===== config.mk =====
export PLATFORM = sky130hd
export DESIGN_NAME = bus_host_master_flat
export DESIGN_NICKNAME = d
export VERILOG_FILES = /design/src/rtl/bus_host_master_if.sv /design/src/rtl/bus_host_master.sv /design/src/flat_wrapper.sv
export SDC_FILE = /design/constraint.sdc
export NUM_CORES = 1
export LEC_CHECK = 0
export BUFFER_PORTS_ARGS = -buffer_cell sky130_fd_sc_hd__buf_4
export CORE_MARGIN = 3
export CORE_UTILIZATION = 40
export CTS_CLUSTER_SIZE = 40
export DETAILED_ROUTE_END_ITERATION = 10
export PLACE_DENSITY = 0.64
export SKIP_LAST_GASP = 1
export SLEW_MARGIN = 20
export SYNTH_ARGS = -nofsm -noshare
export SYNTH_HDL_FRONTEND = slang
export SYNTH_SLANG_ARGS = --single-unit

===== constraint.sdc =====
create_clock -name clk -period 8.7 [get_ports clk]
set_input_delay 1.74 -clock clk [delete_from_list [all_inputs] [get_ports clk]]
set_output_delay 1.74 -clock clk [all_outputs]
set_load 0.02 [all_outputs]

===== src/rtl/bus_host_master_if.sv =====
// Command/response and M0 bus signal bundle for bus_host_master.
//   master modport: the bus_host_master view (accepts commands, drives the bus).
//   slave modport : the host/bus side view (pushes commands, grants, returns read data).
// Signals:
//   cmd_valid/cmd_ready/cmd_op/cmd_addr/cmd_data : command push port
//   rsp_valid/rsp_data/rsp_err                   : one-cycle response pulse
//   busy                                         : engine or FIFO active
//   M_req/M_wr/M_address/M_dout                  : registered bus request outputs
//   M_grant/M_din                                : arbiter grant and read data
//   interrupt                                    : level interrupt input
interface bus_host_master_if;
  logic        cmd_valid;
  logic        cmd_ready;
  logic [1:0]  cmd_op;
  logic [7:0]  cmd_addr;
  logic [31:0] cmd_data;
  logic        rsp_valid;
  logic [31:0] rsp_data;
  logic        rsp_err;
  logic        busy;
  logic        M_req;
  logic        M_wr;
  logic [7:0]  M_address;
  logic [31:0] M_dout;
  logic        M_grant;
  logic [31:0] M_din;
  logic        interrupt;

  modport master (
    input  cmd_valid, cmd_op, cmd_addr, cmd_data, M_grant, M_din, interrupt,
    output cmd_ready, rsp_valid, rsp_data, rsp_err, busy, M_req, M_wr, M_address, M_dout
  );

  modport slave (
    output cmd_valid, cmd_op, cmd_addr, cmd_data, M_grant, M_din, interrupt,
    input  cmd_ready, rsp_valid, rsp_data, rsp_err, busy, M_req, M_wr, M_address, M_dout
  );
endinterface


===== src/rtl/bus_host_master.sv =====
// Command-driven M0 bus master. Buffers write / read / wait-for-interrupt commands in a
// small FIFO and executes them one at a time over the request/grant bus, returning one
// response per command in command order.
// Ports:
//   clk     : rising-edge clock
//   reset_n : asynchronous active-low reset
//   bus_io  : bus_host_master_if.master (command, response, bus and interrupt signals)
// Parameters:
//   CMD_DEPTH   : command FIFO entries (power of two, >= 2)
//   IRQ_TIMEOUT : cycles spent waiting for the interrupt before aborting with an error
module bus_host_master #(
  parameter int unsigned CMD_DEPTH   = 4,
  parameter int unsigned IRQ_TIMEOUT = 1024
) (
  input logic               clk,
  input logic               reset_n,
  bus_host_master_if.master bus_io
);

  localparam int unsigned PtrW = $clog2(CMD_DEPTH);
  localparam int unsigned CntW = $clog2(IRQ_TIMEOUT + 1);

  localparam logic [PtrW:0]   DepthCnt = (PtrW + 1)'(CMD_DEPTH);
  localparam logic [PtrW:0]   CntOne   = (PtrW + 1)'(1);
  localparam logic [PtrW-1:0] PtrOne   = PtrW'(1);
  localparam logic [CntW-1:0] WaitLast = CntW'(IRQ_TIMEOUT - 1);
  localparam logic [CntW-1:0] WaitOne  = CntW'(1);

  localparam logic [2:0] StIdle    = 3'd0;
  localparam logic [2:0] StReq     = 3'd1;
  localparam logic [2:0] StRdata   = 3'd2;
  localparam logic [2:0] StWaitIrq = 3'd3;
  localparam logic [2:0] StResp    = 3'd4;

  localparam logic [1:0] OpWrite   = 2'b00;
  localparam logic [1:0] OpRead    = 2'b01;
  localparam logic [1:0] OpWaitIrq = 2'b10;

  // Command FIFO: entry = {op, addr, data}
  logic [41:0]     fifo_mem [CMD_DEPTH];
  logic [PtrW-1:0] wr_ptr_q, wr_ptr_d;
  logic [PtrW-1:0] rd_ptr_q, rd_ptr_d;
  logic [PtrW:0]   count_q, count_d;
  logic            full, push, pop;
  logic [41:0]     head;
  logic [1:0]      head_op;
  logic [7:0]      head_addr;
  logic [31:0]     head_data;

  logic [2:0]      state_q, state_d;
  logic            m_req_q, m_req_d;
  logic            m_wr_q, m_wr_d;
  logic [7:0]      m_address_q, m_address_d;
  logic [31:0]     m_dout_q, m_dout_d;
  logic [CntW-1:0] wait_cnt_q, wait_cnt_d;
  // Pending result, published to rsp_* on the way out of RESP
  logic [31:0]     result_data_q, result_data_d;
  logic            result_err_q, result_err_d;
  logic            rsp_valid_q, rsp_valid_d;
  logic [31:0]     rsp_data_q, rsp_data_d;
  logic            rsp_err_q, rsp_err_d;
  logic            busy_q, busy_d;

  assign full      = (count_q == DepthCnt);
  assign push      = bus_io.cmd_valid & ~full;
  assign pop       = (state_q == StIdle) & (count_q != '0);
  assign head      = fifo_mem[rd_ptr_q];
  assign head_op   = head[41:40];
  assign head_addr = head[39:32];
  assign head_data = head[31:0];

  always_ff @(posedge clk) begin
    if (push) begin
      fifo_mem[wr_ptr_q] <= {bus_io.cmd_op, bus_io.cmd_addr, bus_io.cmd_data};
    end
  end

  always_comb begin
    wr_ptr_d = push ? wr_ptr_q + PtrOne : wr_ptr_q;
    rd_ptr_d = pop ? rd_ptr_q + PtrOne : rd_ptr_q;
    count_d  = count_q;
    if (push && !pop) begin
      count_d = count_q + CntOne;
    end else if (pop && !push) begin
      count_d = count_q - CntOne;
    end
  end

  always_comb begin
    state_d       = state_q;
    m_req_d       = m_req_q;
    m_wr_d        = m_wr_q;
    m_address_d   = m_address_q;
    m_dout_d      = m_dout_q;
    wait_cnt_d    = wait_cnt_q;
    result_data_d = result_data_q;
    result_err_d  = result_err_q;
    rsp_valid_d   = 1'b0;
    rsp_data_d    = rsp_data_q;
    rsp_err_d     = rsp_err_q;

    unique case (state_q)
      StIdle: begin
        if (pop) begin
          case (head_op)
            OpWrite, OpRead: begin
              m_req_d       = 1'b1;
              m_wr_d        = (head_op == OpWrite);
              m_address_d   = head_addr;
              m_dout_d      = head_data;
              result_data_d = head_data;
              result_err_d  = 1'b0;
              state_d       = StReq;
            end
            OpWaitIrq: begin
              wait_cnt_d = '0;
              state_d    = StWaitIrq;
            end
            default: begin
              result_data_d = '0;
              result_err_d  = 1'b1;
              state_d       = StResp;
            end
          endcase
        end
      end
      StReq: begin
        // The granted cycle is the transfer cycle; drop the request at its closing edge.
        if (bus_io.M_grant) begin
          m_req_d = 1'b0;
          m_wr_d  = 1'b0;
          state_d = m_wr_q ? StResp : StRdata;
        end
      end
      StRdata: begin
        result_data_d = bus_io.M_din;
        result_err_d  = 1'b0;
        state_d       = StResp;
      end
      StWaitIrq: begin
        if (bus_io.interrupt) begin
          result_data_d = 32'(wait_cnt_q);
          result_err_d  = 1'b0;
          state_d       = StResp;
        end else if (wait_cnt_q == WaitLast) begin
          // This cycle's increment would reach the limit.
          result_data_d = 32'(IRQ_TIMEOUT);
          result_err_d  = 1'b1;
          state_d       = StResp;
        end else begin
          wait_cnt_d = wait_cnt_q + WaitOne;
        end
      end
      StResp: begin
        rsp_valid_d = 1'b1;
        rsp_data_d  = result_data_q;
        rsp_err_d   = result_err_q;
        state_d     = StIdle;
      end
      default: begin
        state_d = StIdle;
      end
    endcase

    busy_d = (state_d != StIdle) || (count_d != '0);
  end

  always_ff @(posedge clk or negedge reset_n) begin
    if (!reset_n) begin
      wr_ptr_q      <= '0;
      rd_ptr_q      <= '0;
      count_q       <= '0;
      state_q       <= StIdle;
      m_req_q       <= 1'b0;
      m_wr_q        <= 1'b0;
      m_address_q   <= '0;
      m_dout_q      <= '0;
      wait_cnt_q    <= '0;
      result_data_q <= '0;
      result_err_q  <= 1'b0;
      rsp_valid_q   <= 1'b0;
      rsp_data_q    <= '0;
      rsp_err_q     <= 1'b0;
      busy_q        <= 1'b0;
    end else begin
      wr_ptr_q      <= wr_ptr_d;
      rd_ptr_q      <= rd_ptr_d;
      count_q       <= count_d;
      state_q       <= state_d;
      m_req_q       <= m_req_d;
      m_wr_q        <= m_wr_d;
      m_address_q   <= m_address_d;
      m_dout_q      <= m_dout_d;
      wait_cnt_q    <= wait_cnt_d;
      result_data_q <= result_data_d;
      result_err_q  <= result_err_d;
      rsp_valid_q   <= rsp_valid_d;
      rsp_data_q    <= rsp_data_d;
      rsp_err_q     <= rsp_err_d;
      busy_q        <= busy_d;
    end
  end

  assign bus_io.cmd_ready = ~full;
  assign bus_io.rsp_valid = rsp_valid_q;
  assign bus_io.rsp_data  = rsp_data_q;
  assign bus_io.rsp_err   = rsp_err_q;
  assign bus_io.busy      = busy_q;
  assign bus_io.M_req     = m_req_q;
  assign bus_io.M_wr      = m_wr_q;
  assign bus_io.M_address = m_address_q;
  assign bus_io.M_dout    = m_dout_q;

endmodule


===== src/flat_wrapper.sv =====
// flat-port wrapper written by rule: the top's interface ports become plain ports
module bus_host_master_flat 
#(
  parameter int unsigned CMD_DEPTH   = 4,
  parameter int unsigned IRQ_TIMEOUT = 1024
)
  (clk, reset_n, bus_io_cmd_valid, bus_io_cmd_op, bus_io_cmd_addr, bus_io_cmd_data, bus_io_M_grant, bus_io_M_din, bus_io_interrupt, bus_io_cmd_ready, bus_io_rsp_valid, bus_io_rsp_data, bus_io_rsp_err, bus_io_busy, bus_io_M_req, bus_io_M_wr, bus_io_M_address, bus_io_M_dout);
  bus_host_master_if bus_io_i ();
  input logic clk;
  input logic reset_n;
  input wire logic [$bits(bus_io_i.cmd_valid)-1:0] bus_io_cmd_valid;
  input wire logic [$bits(bus_io_i.cmd_op)-1:0] bus_io_cmd_op;
  input wire logic [$bits(bus_io_i.cmd_addr)-1:0] bus_io_cmd_addr;
  input wire logic [$bits(bus_io_i.cmd_data)-1:0] bus_io_cmd_data;
  input wire logic [$bits(bus_io_i.M_grant)-1:0] bus_io_M_grant;
  input wire logic [$bits(bus_io_i.M_din)-1:0] bus_io_M_din;
  input wire logic [$bits(bus_io_i.interrupt)-1:0] bus_io_interrupt;
  output wire logic [$bits(bus_io_i.cmd_ready)-1:0] bus_io_cmd_ready;
  output wire logic [$bits(bus_io_i.rsp_valid)-1:0] bus_io_rsp_valid;
  output wire logic [$bits(bus_io_i.rsp_data)-1:0] bus_io_rsp_data;
  output wire logic [$bits(bus_io_i.rsp_err)-1:0] bus_io_rsp_err;
  output wire logic [$bits(bus_io_i.busy)-1:0] bus_io_busy;
  output wire logic [$bits(bus_io_i.M_req)-1:0] bus_io_M_req;
  output wire logic [$bits(bus_io_i.M_wr)-1:0] bus_io_M_wr;
  output wire logic [$bits(bus_io_i.M_address)-1:0] bus_io_M_address;
  output wire logic [$bits(bus_io_i.M_dout)-1:0] bus_io_M_dout;
  assign bus_io_i.cmd_valid = bus_io_cmd_valid;
  assign bus_io_i.cmd_op = bus_io_cmd_op;
  assign bus_io_i.cmd_addr = bus_io_cmd_addr;
  assign bus_io_i.cmd_data = bus_io_cmd_data;
  assign bus_io_i.M_grant = bus_io_M_grant;
  assign bus_io_i.M_din = bus_io_M_din;
  assign bus_io_i.interrupt = bus_io_interrupt;
  assign bus_io_cmd_ready = bus_io_i.cmd_ready;
  assign bus_io_rsp_valid = bus_io_i.rsp_valid;
  assign bus_io_rsp_data = bus_io_i.rsp_data;
  assign bus_io_rsp_err = bus_io_i.rsp_err;
  assign bus_io_busy = bus_io_i.busy;
  assign bus_io_M_req = bus_io_i.M_req;
  assign bus_io_M_wr = bus_io_i.M_wr;
  assign bus_io_M_address = bus_io_i.M_address;
  assign bus_io_M_dout = bus_io_i.M_dout;
  bus_host_master #(.CMD_DEPTH(CMD_DEPTH), .IRQ_TIMEOUT(IRQ_TIMEOUT)) u_core (.clk(clk), .reset_n(reset_n), .bus_io(bus_io_i));
endmodule

==> impl_results.md, run 1 <==
- Dpl ws: 5.246 ns
- Final worst slack: 5.468 ns
- Worst skew pair latency: 0.55 ns
- Crit path time final: 3.232 ns
- Internal reg-to-reg setup slack: 5.48 ns
- Final GP Congestion: 0.7538
- Via density: 5.150
- DRT Pass-1 Iters: 6
- IO Count: 157
- Fmax: 309.4 MHz
- Core ar.: 0.02878 mm^2
- Root Buffer Master: clkbuf_16
- Post-DRT Antenna Nets: 0
- Syn Inst Count: 640
- Post-synth top area cell: edfxtp_1
- Critical path arrival: 1.49 ns
- HPWL Detailed: 16.29 mm
- Crit end category: output port
- Largest net degree at the start of global routing: 67
- TritonCTS clock tree: built
- Drt total wl: 25.23 mm
- CTS sink count: 299
- Crit path launch: u_core.count_q[1]$_DFF_PN0_
- Worst path required time: 6.96 ns
- Chip Width: 177.2 um
- Syn nets: 727
- Num rows: 62
- Post-CTS Setup Repair Bufs: 0
- Synthesized area per cell: 18.32 um^2
- Drt drc: 0
- Startpoint Class: register
- Initial Utilization: 40.73%
- Power per cell area: 385.0 mW/mm^2
- Seq/Total Area, Yosys: 71.00%
- CP Class: register to output port
- Clock Path Buffers: 3
- Vias in the first global route: 6,676
- Synth top area cells: edfxtp_1 43%, dfrtp_1 28%, mux4_2 8.1%, mux2_2 7.3%, mux2_1 1.8%
- Clk pin slew, worst setup/hold paths: 0.06 ns
- Synthesis warning total: 0
- Port Buffers: 156
- Maximum VDD drop: 155.9 uV
- RSZ-0062 raised after global routing: false
- FF-to-FF Start: u_core.rd_ptr_q[0]$_DFFE_PN0N_
- Post-synth cell types: 51
- Skew final: 0.006772 ns
- Total CTS buffers: 30
- Leakage: 0.005670 uW
- CP max FO: 3
- Max-slew headroom: 38.94%
- Routed wire per std cell: 20.75 um
- Share of cells above drive strength 1: 41.47%
- Initial antenna violation count: 0
- Status: finished, final reports clean
- H-tree depth reported by CTS: 1
- Die area: 0.03140 mm^2
- Synthesized cell area: 0.01172 mm^2
- Worst Max-Slew Pin Slew: 0.9160 ns
- End of the worst register-to-register path: u_core.bus_io.M_dout[20]$_DFFE_PN0P_
- Syn-to-layout area delta: 22.79%
- First-pass GRT wire length: 39.08 mm
- Critical-path top delay cell: dfrtp_1
- Die Height: 177.2 um
- # diodes: 0
- Max-cap viol count: 0
- Post-CTS Hold Buffers: 0
- CP max stage delay: 0.40 ns
- CTS resizes: 0
- Initial DRC Count: 378
- Nets@finish: 895
- Post-synth top area share: 43.04%
- Via count: 6,262
- Crit path capture: bus_io_cmd_ready
- Total track usage: 16.15%
- Setup TNS: 0 ns
- Final hold vios: 0
- Final period util: 37.15%
- Yosys reg bits: 299
- Cell breakdown of the critical path: inv_1 > ha_1 > nand2_1 > buf_4
- Final setup fails: 0
- Pins Over Slew Limit: 0
- R2R cell count: 4
- Total gr overflow: 0
- Min-Delay Path Class: register to register
cells in the mapped netlist, drive strengths merged:
cell and number:
nand2 17, a31oi 3, o22ai 2, dfrtp 131, nor3 4, buf 15, a222oi 10, or3 1
nor2b 1, mux2 95, ha 8, o41ai 2, a21boi 1, xnor2 10, nand2b 3, clkinv 1
clkbuf 15, nand4 2, o21ai 7, a21oi 5, a21o 1, and4 1, nand3 6, o31ai 1
mux2i 12, and2 5, xor2 2, o41a 1, mux4 42, nor4 4, nor3b 2, or4 2
nor2 13, a22o 22, maj3 1, or2 1, and3 2, edfxtp 168, and4bb 1, a311oi 1
inv 17, nand4bb 1, a221o 1
routing by layer:
layer	GRT usage (%)	up-vias	part of all wire [%]	wire [um]
li1	-	2833	-	-
met1	22.11	3255	44	11210
met2	27.50	143	50	12550
met3	2.595	31	4.3	1090
met4	3.372	0	1.5	371
met5	0	-	0	0
worst max-delay path: cells and delay by family, from the launching register on:
kind	cells	cell delay, ns
DFF	1	0.40
adders and majority gates	1	0.21
buffers and inverters	2	0.26
and+or+nand+nor	1	0.07
cells in the final DEF (no fill, tap or decap), types with 2 or more instances in the layout:
master        n
nand3_1       5
nor3_1        3
a21oi_1       4
a222oi_1     10
clkinv_2      2
dfrtp_1     129
buf_4       165
nand2_1      17
mux2_2       76
and3_1        2
clkbuf_16    30
bufinv_16     6
inv_1        17
nor2_4        2
nor4_1        4
a31oi_1       3
o21ai_0       7
mux2i_1      12
clkinvlp_4    2
dfrtp_4       2
ha_1          8
and2_2        3
xor2_1        2
o22ai_1       2
clkinv_1      9
a22o_1       22
clkbuf_1      5
xnor2_1      10
edfxtp_1    168
or4_1         2
nor2_1       10
mux4_2       42
nand2b_1      3
nand4_1       2
mux2_1       19
metrics by stage:
step	utilization (%)	cells	area [um^2]	hold WS [ns]	total power, uW
6_report	50.01	1216	14390	0.4809	5541
3_3_place_gp	46.39	1160	13350	0.4646	4231
4_1_cts	50.01	1216	14390	0.4844	5630
5_1_grt	50.01	1216	14390	0.4967	5852
2_1_floorplan	-	640	11720	0.4522	3522
3_5_place_dp	46.40	1160	13350	0.4705	4270
where the power goes:
| part | total, uW | switching [uW] | internal [uW] |
|---|---|---|---|
| clock | 1340 | 525 | 817 |
| sequential | 2250 | 292 | 1950 |
| combinational | 1950 | 996 | 957 |
| total | 5540 | 1810 | 3730 |
registers in the layout, summed over array words and instances, names as in the netlist, 3 cells and up:
signal	flops
u_core.fifo_mem	168
u_core.bus_io.M_dout	32
u_core.bus_io.rsp_data	32
u_core.result_data_q	32
u_core.wait_cnt_q	11
u_core.bus_io.M_address	8
u_core.count_q	3
u_core.state_q	3
kinds of logic (layout without fill, tap and decap cells):
logic type	Yosys count	after routing	share of synthesized area [%]
compound gates	57	57	4.120
xor+xnor	12	12	0.8966
mux	149	149	18.22
simple gates	66	66	3.042
fa+ha+maj	9	9	0.9393
flops	299	299	71.00
buf+inv	48	240	1.782
worst min path at each step:
stage                                                      end  slack [ns]                                 start  cells past startpoint
after detailed placement  u_core.result_data_q[25]$_DFFE_PN0P_        0.47  u_core.result_data_q[25]$_DFFE_PN0P_                      1
after floorplan           u_core.result_data_q[12]$_DFFE_PN0P_        0.45  u_core.result_data_q[12]$_DFFE_PN0P_                      1
after global placement    u_core.result_data_q[12]$_DFFE_PN0P_        0.46  u_core.result_data_q[12]$_DFFE_PN0P_                      1
after CTS                 u_core.result_data_q[25]$_DFFE_PN0P_        0.48  u_core.result_data_q[25]$_DFFE_PN0P_                      1
after global routing           u_core.bus_io.M_req$_DFFE_PN0P_        0.50       u_core.bus_io.M_req$_DFFE_PN0P_                      1
final                     u_core.result_data_q[12]$_DFFE_PN0P_        0.48  u_core.result_data_q[12]$_DFFE_PN0P_                      1
area by class of cell:
class	count	area, um^2
fill	2428	14390
inverter	18	67.56
sequential	299	8330
timing repair buffer	166	1250
tap	384	480.5
clock inverter	20	256.5
clock buffer	36	783.3
multi-input combinational	293	3226
(Power assumes the default switching activity.)
==> run 2: changes to the inputs <==
==> constraint.sdc (replaced) <==
create_clock -name clk -period 3.3 [get_ports clk]
set_input_delay 0.66 -clock clk [delete_from_list [all_inputs] [get_ports clk]]
set_output_delay 0.66 -clock clk [all_outputs]
set_load 0.02 [all_outputs]
==> impl_results.md, run 2 (same netlist as run 1, synthesis figures left out) <==
- Crit path time final: 2.387 ns
- Critical path arrival: 2.81 ns
- Nets@finish: 904
- Drt total wl: 25.59 mm
- Vias in the first global route: 6,544
- Die Height: 177.2 um
- Total CTS buffers: 31
- # diodes: 0
- Leakage: 0.005713 uW
- Via density: 5.164
- Fmax: 418.9 MHz
- Crit end category: register
- Drt drc: 0
- Total track usage: 16.33%
- IO Count: 157
- Initial DRC Count: 394
- CTS resizes: 0
- H-tree depth reported by CTS: 1
- FF-to-FF Start: u_core.wait_cnt_q[1]$_DFFE_PN0P_
- Initial Utilization: 40.73%
- Critical-path top delay cell: o41a_4
- Top reg by flops: u_core.fifo_mem
- CP max stage delay: 0.49 ns
- Clock Path Buffers: 3
- RSZ-0062 raised after global routing: false
- Total gr overflow: 0
- Internal reg-to-reg setup slack: 0.91 ns
- Routed wire per std cell: 20.91 um
- Startpoint Class: register
- Min-Delay Path Class: input port to asynchronous set/reset pin
- Final hold vios: 0
- Final GP Congestion: 0.7943
- Root Buffer Master: clkbuf_16
- Setup TNS: 0 ns
- TritonCTS clock tree: built
- Cell breakdown of the critical path: ha_1 > nand4_1 > o41a_4 > nor3_4 > buf_12 > mux2_1
- CP Class: register to register
- Largest net degree at the start of global routing: 68
- CP Buf/Inv Count: 1
- CTS sink count: 299
- Syn-to-layout area delta: 23.49%
- Status: finished, final reports clean
- Via count: 6,321
- Maximum VDD drop: 444.7 uV
- Initial antenna violation count: 0
- Die area: 0.03140 mm^2
- Worst skew pair latency: 0.55 ns
- Commonest non-fill, non-tap cell in the layout: edfxtp_1
- Worst path required time: 3.72 ns
- Max-slew headroom: 42.86%
- Pins Over Slew Limit: 0
- Core ar.: 0.02878 mm^2
- Max reg flops: 168
- Post-CTS Hold Buffers: 0
- Share of cells above drive strength 1: 42.14%
- Chip Width: 177.2 um
- Skew final: 0.01377 ns
- Final setup fails: 0
- Clk pin slew, worst setup/hold paths: 0.06 ns
- Top delay family on crit path: simple AND/OR/NAND/NOR gates
- DRT Pass-1 Iters: 5
- Num rows: 62
- Final hold slack: 0.06978 ns
- Post-CTS Setup Repair Bufs: 0
- HPWL Detailed: 16.49 mm
- First-pass GRT wire length: 39.07 mm
- Final period util: 72.34%
- Port Buffers: 156
- Crit path launch: u_core.wait_cnt_q[1]$_DFFE_PN0P_
- CP max FO: 33
- Max-cap viol count: 0
- Commonest cells after routing, fill and taps aside: 168 x edfxtp_1, 167 x buf_4, 129 x dfrtp_1
- Worst Max-Slew Pin Slew: 0.8479 ns
- Post-DRT Antenna Nets: 0
- Power per cell area: 1005 mW/mm^2
## run 2: cell types whose count changed in the layout (fill, tap and decap cells not counted), sizes merged
cell | before | now
clkinvlp | 3 | 2
buf | 166 | 174
clkinv | 12 | 11
clkbuf | 36 | 41
bufinv | 6 | 3
## run 2: final timing paths
| check | end | cells after the start |
|---|---|---|
| max in group asynchronous | u_core.bus_io.M_dout[23]$_DFFE_PN0P_ | 2 |
| max reg2reg | u_core.result_data_q[14]$_DFFE_PN0P_ | 6 |
| max | u_core.result_data_q[14]$_DFFE_PN0P_ | 6 |
| min in group clk | u_core.fifo_mem[3][0]$_DFFE_PP_ | 1 |
| min reg2reg | u_core.result_data_q[18]$_DFFE_PN0P_ | 1 |
| min | u_core.bus_io.M_dout[4]$_DFFE_PN0P_ | 1 |
## run 2: cell type report
type / instances / area [um^2]
clock inverter: 15 / 157.7
tap: 384 / 480.5
timing repair buffer: 174 / 1385
fill: 2399 / 14300
multi-input combinational: 293 / 3224
sequential: 299 / 8328
inverter: 18 / 67.56
clock buffer: 41 / 833.3
## run 2: per-stage QoR
stage | setup WS, ns | utilization [%] | std cells | power, uW | cell area (um^2)
6_report | 0.9129 | 50.30 | 1224 | 14550 | 14480
5_1_grt | 0.7544 | 50.30 | 1224 | 15360 | 14480
4_1_cts | 0.9093 | 50.30 | 1224 | 14770 | 14480
3_5_place_dp | 0.9220 | 46.86 | 1168 | 11360 | 13490
3_3_place_gp | 0.9956 | 46.86 | 1168 | 11260 | 13490
2_1_floorplan | 0.5089 | - | 640 | 9284 | 11720
## run 2: worst register-to-register path, delay by kind of cell (launching register included)
kind | cells | cell delay (ns)
and+or+nand+nor | 2 | 0.49
AOI/OAI and AO/OA | 1 | 0.49
DFF | 1 | 0.40
muxes | 1 | 0.37
buffers and inverters | 1 | 0.28
adders and majority gates | 1 | 0.23
## run 2: routing by layer
metal	vias to the layer above	GRT usage [%]	routed length (um)	part of all wire, %
met4	0	4.190	489	1.9
li1	2865	-	-	-
met3	40	2.724	1274	5.0
met5	-	0	0	0
met1	3270	22.64	11260	44
met2	146	27.07	12570	49
## run 2: where the power goes
group | switching (uW) | total [uW] | internal, uW
Clock | 1380 | 3380 | 2000
Combinational | 2860 | 5490 | 2630
Sequential | 528 | 5680 | 5150
Total | 4760 | 14500 | 9780
==> run 3: changes to the inputs <==
--- a/config.mk
+++ b/config.mk
@@ -5,6 +5,7 @@
 export SDC_FILE = /design/constraint.sdc
 export NUM_CORES = 1
 export LEC_CHECK = 0
+export ABC_AREA = 1
 export BUFFER_PORTS_ARGS = -buffer_cell sky130_fd_sc_hd__buf_4
 export CORE_MARGIN = 3
 export CORE_UTILIZATION = 40
==> constraint.sdc (replaced) <==
create_clock -name clk -period 2.3 [get_ports clk]
set_input_delay 0.46 -clock clk [delete_from_list [all_inputs] [get_ports clk]]
set_output_delay 0.46 -clock clk [all_outputs]
set_load 0.02 [all_outputs]
==> impl_results.md, run 3 <==
- Commonest cells after routing, fill and taps aside: 347 x nand2_1, 169 x buf_4, 168 x edfxtp_1
- Core ar.: 0.02980 mm^2
- CTS sink count: 299
- Placed insts: 1,694
- CP max stage delay: 0.48 ns
- Post-synth EDFFs: 168
- Fmax: 500.2 MHz
- # diodes: 0
- Routed wire per std cell: 16.12 um
- First-pass GRT wire length: 44.99 mm
- Synthesis warning total: 0
- Commonest cells post-synth: 348 x nand2_1, 168 x edfxtp_1, 131 x dfrtp_1
- Maximum VDD drop: 1076 uV
- Seq/Total Area, Yosys: 68.30%
- Instance area at placement: 0.01392 mm^2
- Final setup fails: 0
- Worst path required time: 2.74 ns
- Share of cells above drive strength 1: 17.78%
- Clock Path Buffers: 3
- Initial Utilization: 40.90%
- Critical path arrival: 2.44 ns
- Vias in the first global route: 8,306
- Core Util, Final: 50.04%
- Initial antenna violation count: 2
- Via count: 8,470
- Largest net degree at the start of global routing: 76
- Worst skew pair latency: 0.56 ns
- Port Buffers: 156
- HPWL Detailed: 18.94 mm
- Post-synth top area share: 41.40%
- Final GP Congestion: 0.8494
- Num rows: 63
- Worst Max-Slew Pin Slew: 0.6472 ns
- TritonCTS clock tree: built
- Total power: 21,350 uW
- Yosys reg bits: 299
- Syn nets: 1,266
- Max reg flops: 168
- Nets@finish: 1,424
- Drt drc: 0
- CP Class: register to register
- Die Height: 180.5 um
- Post-synth top area cell: edfxtp_1
- Max-slew headroom: 56.75%
- Final period util: 86.92%
- Final hold vios: 0
- Power per cell area: 1432 mW/mm^2
- Critical-path top delay cell: nand2_1
- Syn-to-layout area delta: 22.35%
- Synth top area cells: edfxtp_1 41%, dfrtp_1 27%, nand2_1 11%, o21ai_0 4.6%, nor2_1 3.5%
- Final hold slack: 0.09564 ns
- Crit path time final: 1.999 ns
- Startpoint Class: register
- Chip Width: 180.5 um
- Final instance area: 0.01491 mm^2
- Pins Over Slew Limit: 0
- Fin cells: 1,751
- Crit end category: register
- Root Buffer Master: clkbuf_16
- Initial DRC Count: 534
- DRT Pass-1 Iters: 5
- CP max FO: 75
- Total track usage: 17.01%
- Min-Delay Path Class: input port to register
- Top reg by flops: u_core.fifo_mem
- Max-cap viol count: 0
- Commonest non-fill, non-tap cell in the layout: nand2_1
- Most frequent cell after synthesis: nand2_1
- Skew final: 0.02450 ns
- Leakage: 0.006494 uW
- H-tree depth reported by CTS: 1
- Die area: 0.03259 mm^2
- RSZ-0062 raised after global routing: false
- Post-DRT Antenna Nets: 0
- Status: finished, final reports clean
- Most used DFF post-synth: edfxtp_1
- Post-synth cell types: 30
- Cell breakdown of the critical path: buf_12 > nand2_1 > nand3_1 > nand2_1 > nand2_1 > o21ai_0 > nor2_1 > a21oi_1
- Total CTS buffers: 30
- CP dominant cell by count: nand2_1
- Drt total wl: 28.22 mm
- Synthesized area per cell: 10.34 um^2
- Syn Inst Count: 1,179
- Total gr overflow: 0
- Via density: 4.837
- Post-CTS Setup Repair Bufs: 0
- Clk pin slew, worst setup/hold paths: 0.06 ns
- Synthesized cell area: 0.01219 mm^2
- IO Count: 157
- Async set-reset flop share out of synthesis: 43.81%
-- run 3: changes by cell type after synthesis, moves of 21 or more --
cell and change:
o21ai_0 +104, mux4_2 -42, mux2_2 -76, nor2_1 +101, nand2_1 +331, nand3_1 +70, a22o_1 -22, a21oi_1 +21
inv_1 +66
-- run 3: metrics by stage --
stage | setup slack, ns | TNS [ns]
after CTS | 0.2051 | 0
after detailed placement | 0.2261 | 0
after global placement | 0.3050 | 0
after global routing | 0.03936 | 0
after floorplan | -0.2870 | -48.21
final | 0.3009 | 0
-- run 3: logic make-up (layout without fill, tap and decap cells) --
family	Yosys count	in the layout	synth area share [%]
AO/OA/AOI/OAI	176	176	7.742
XOR/XNOR	3	3	0.2157
adder cells (fa/ha/maj)	8	8	0.8215
buffers and inverters	140	322	4.692
flip-flops	299	299	68.30
AND/OR/NAND/NOR	553	553	18.23
-- run 3: power breakdown --
part           total, uW  internal (uW)  leakage, uW  switching [uW]
combinational       8460           2850      0.00285            5610
sequential          8100           7370      0.00316             732
clock               4780           2830     0.000481            1950
total              21300          13100      0.00649            8290
-- run 3: worst max-delay path: cells and delay by family, from the launching register on --
family,cells,cell delay (ns)
simple gates,5,0.93
flops,1,0.39
buf+inv,1,0.30
compound gates,2,0.23
-- run 3: metal layers --
metal	share of wire [%]	up-vias	global-route usage, %
met4	1.9	4	3.807
li1	-	4248	-
met2	47	171	27.73
met5	0.092	-	0
met1	46	4010	23.71
met3	5.5	37	3.532
-- run 3: final timing paths --
kind / startpoint / end / slack [ns] / cells past startpoint
worst min register to register: u_core.result_data_q[13]$_DFFE_PN0P_ / u_core.bus_io.rsp_data[13]$_DFFE_PN0P_ / 0.47 / 2
min in group asynchronous: reset_n / u_core.bus_io.rsp_data[20]$_DFFE_PN0P_ / 0.38 / 2
worst min-delay path: bus_io_cmd_data[28] / u_core.fifo_mem[1][28]$_DFFE_PP_ / 0.1 / 1
worst max-delay path: u_core.rd_ptr_q[0]$_DFFE_PN0N_ / u_core.result_data_q[23]$_DFFE_PN0P_ / 0.30 / 8
max in group asynchronous: reset_n / u_core.bus_io.rsp_data[19]$_DFFE_PN0P_ / 1.22 / 3
worst max register to register: u_core.rd_ptr_q[0]$_DFFE_PN0N_ / u_core.result_data_q[23]$_DFFE_PN0P_ / 0.30 / 8
-- run 3: layout make-up --
cell class / instances / area, um^2
inverters: 86 / 322.8
multi-input cells: 740 / 3326
well taps: 390 / 488.0
clock buffers: 42 / 825.8
flip-flops and latches: 299 / 8325
clock inverters: 14 / 151.4
repair buffers: 180 / 1470
fillers: 2719 / 14890
-- run 3: timing repair --
item                                   4_1_cts  5_1_grt
endpoints found under the hold margin       41        0
setup endpoints to repair                    0        1
gates resized for setup                      0        1
hold buffers                                 1        0
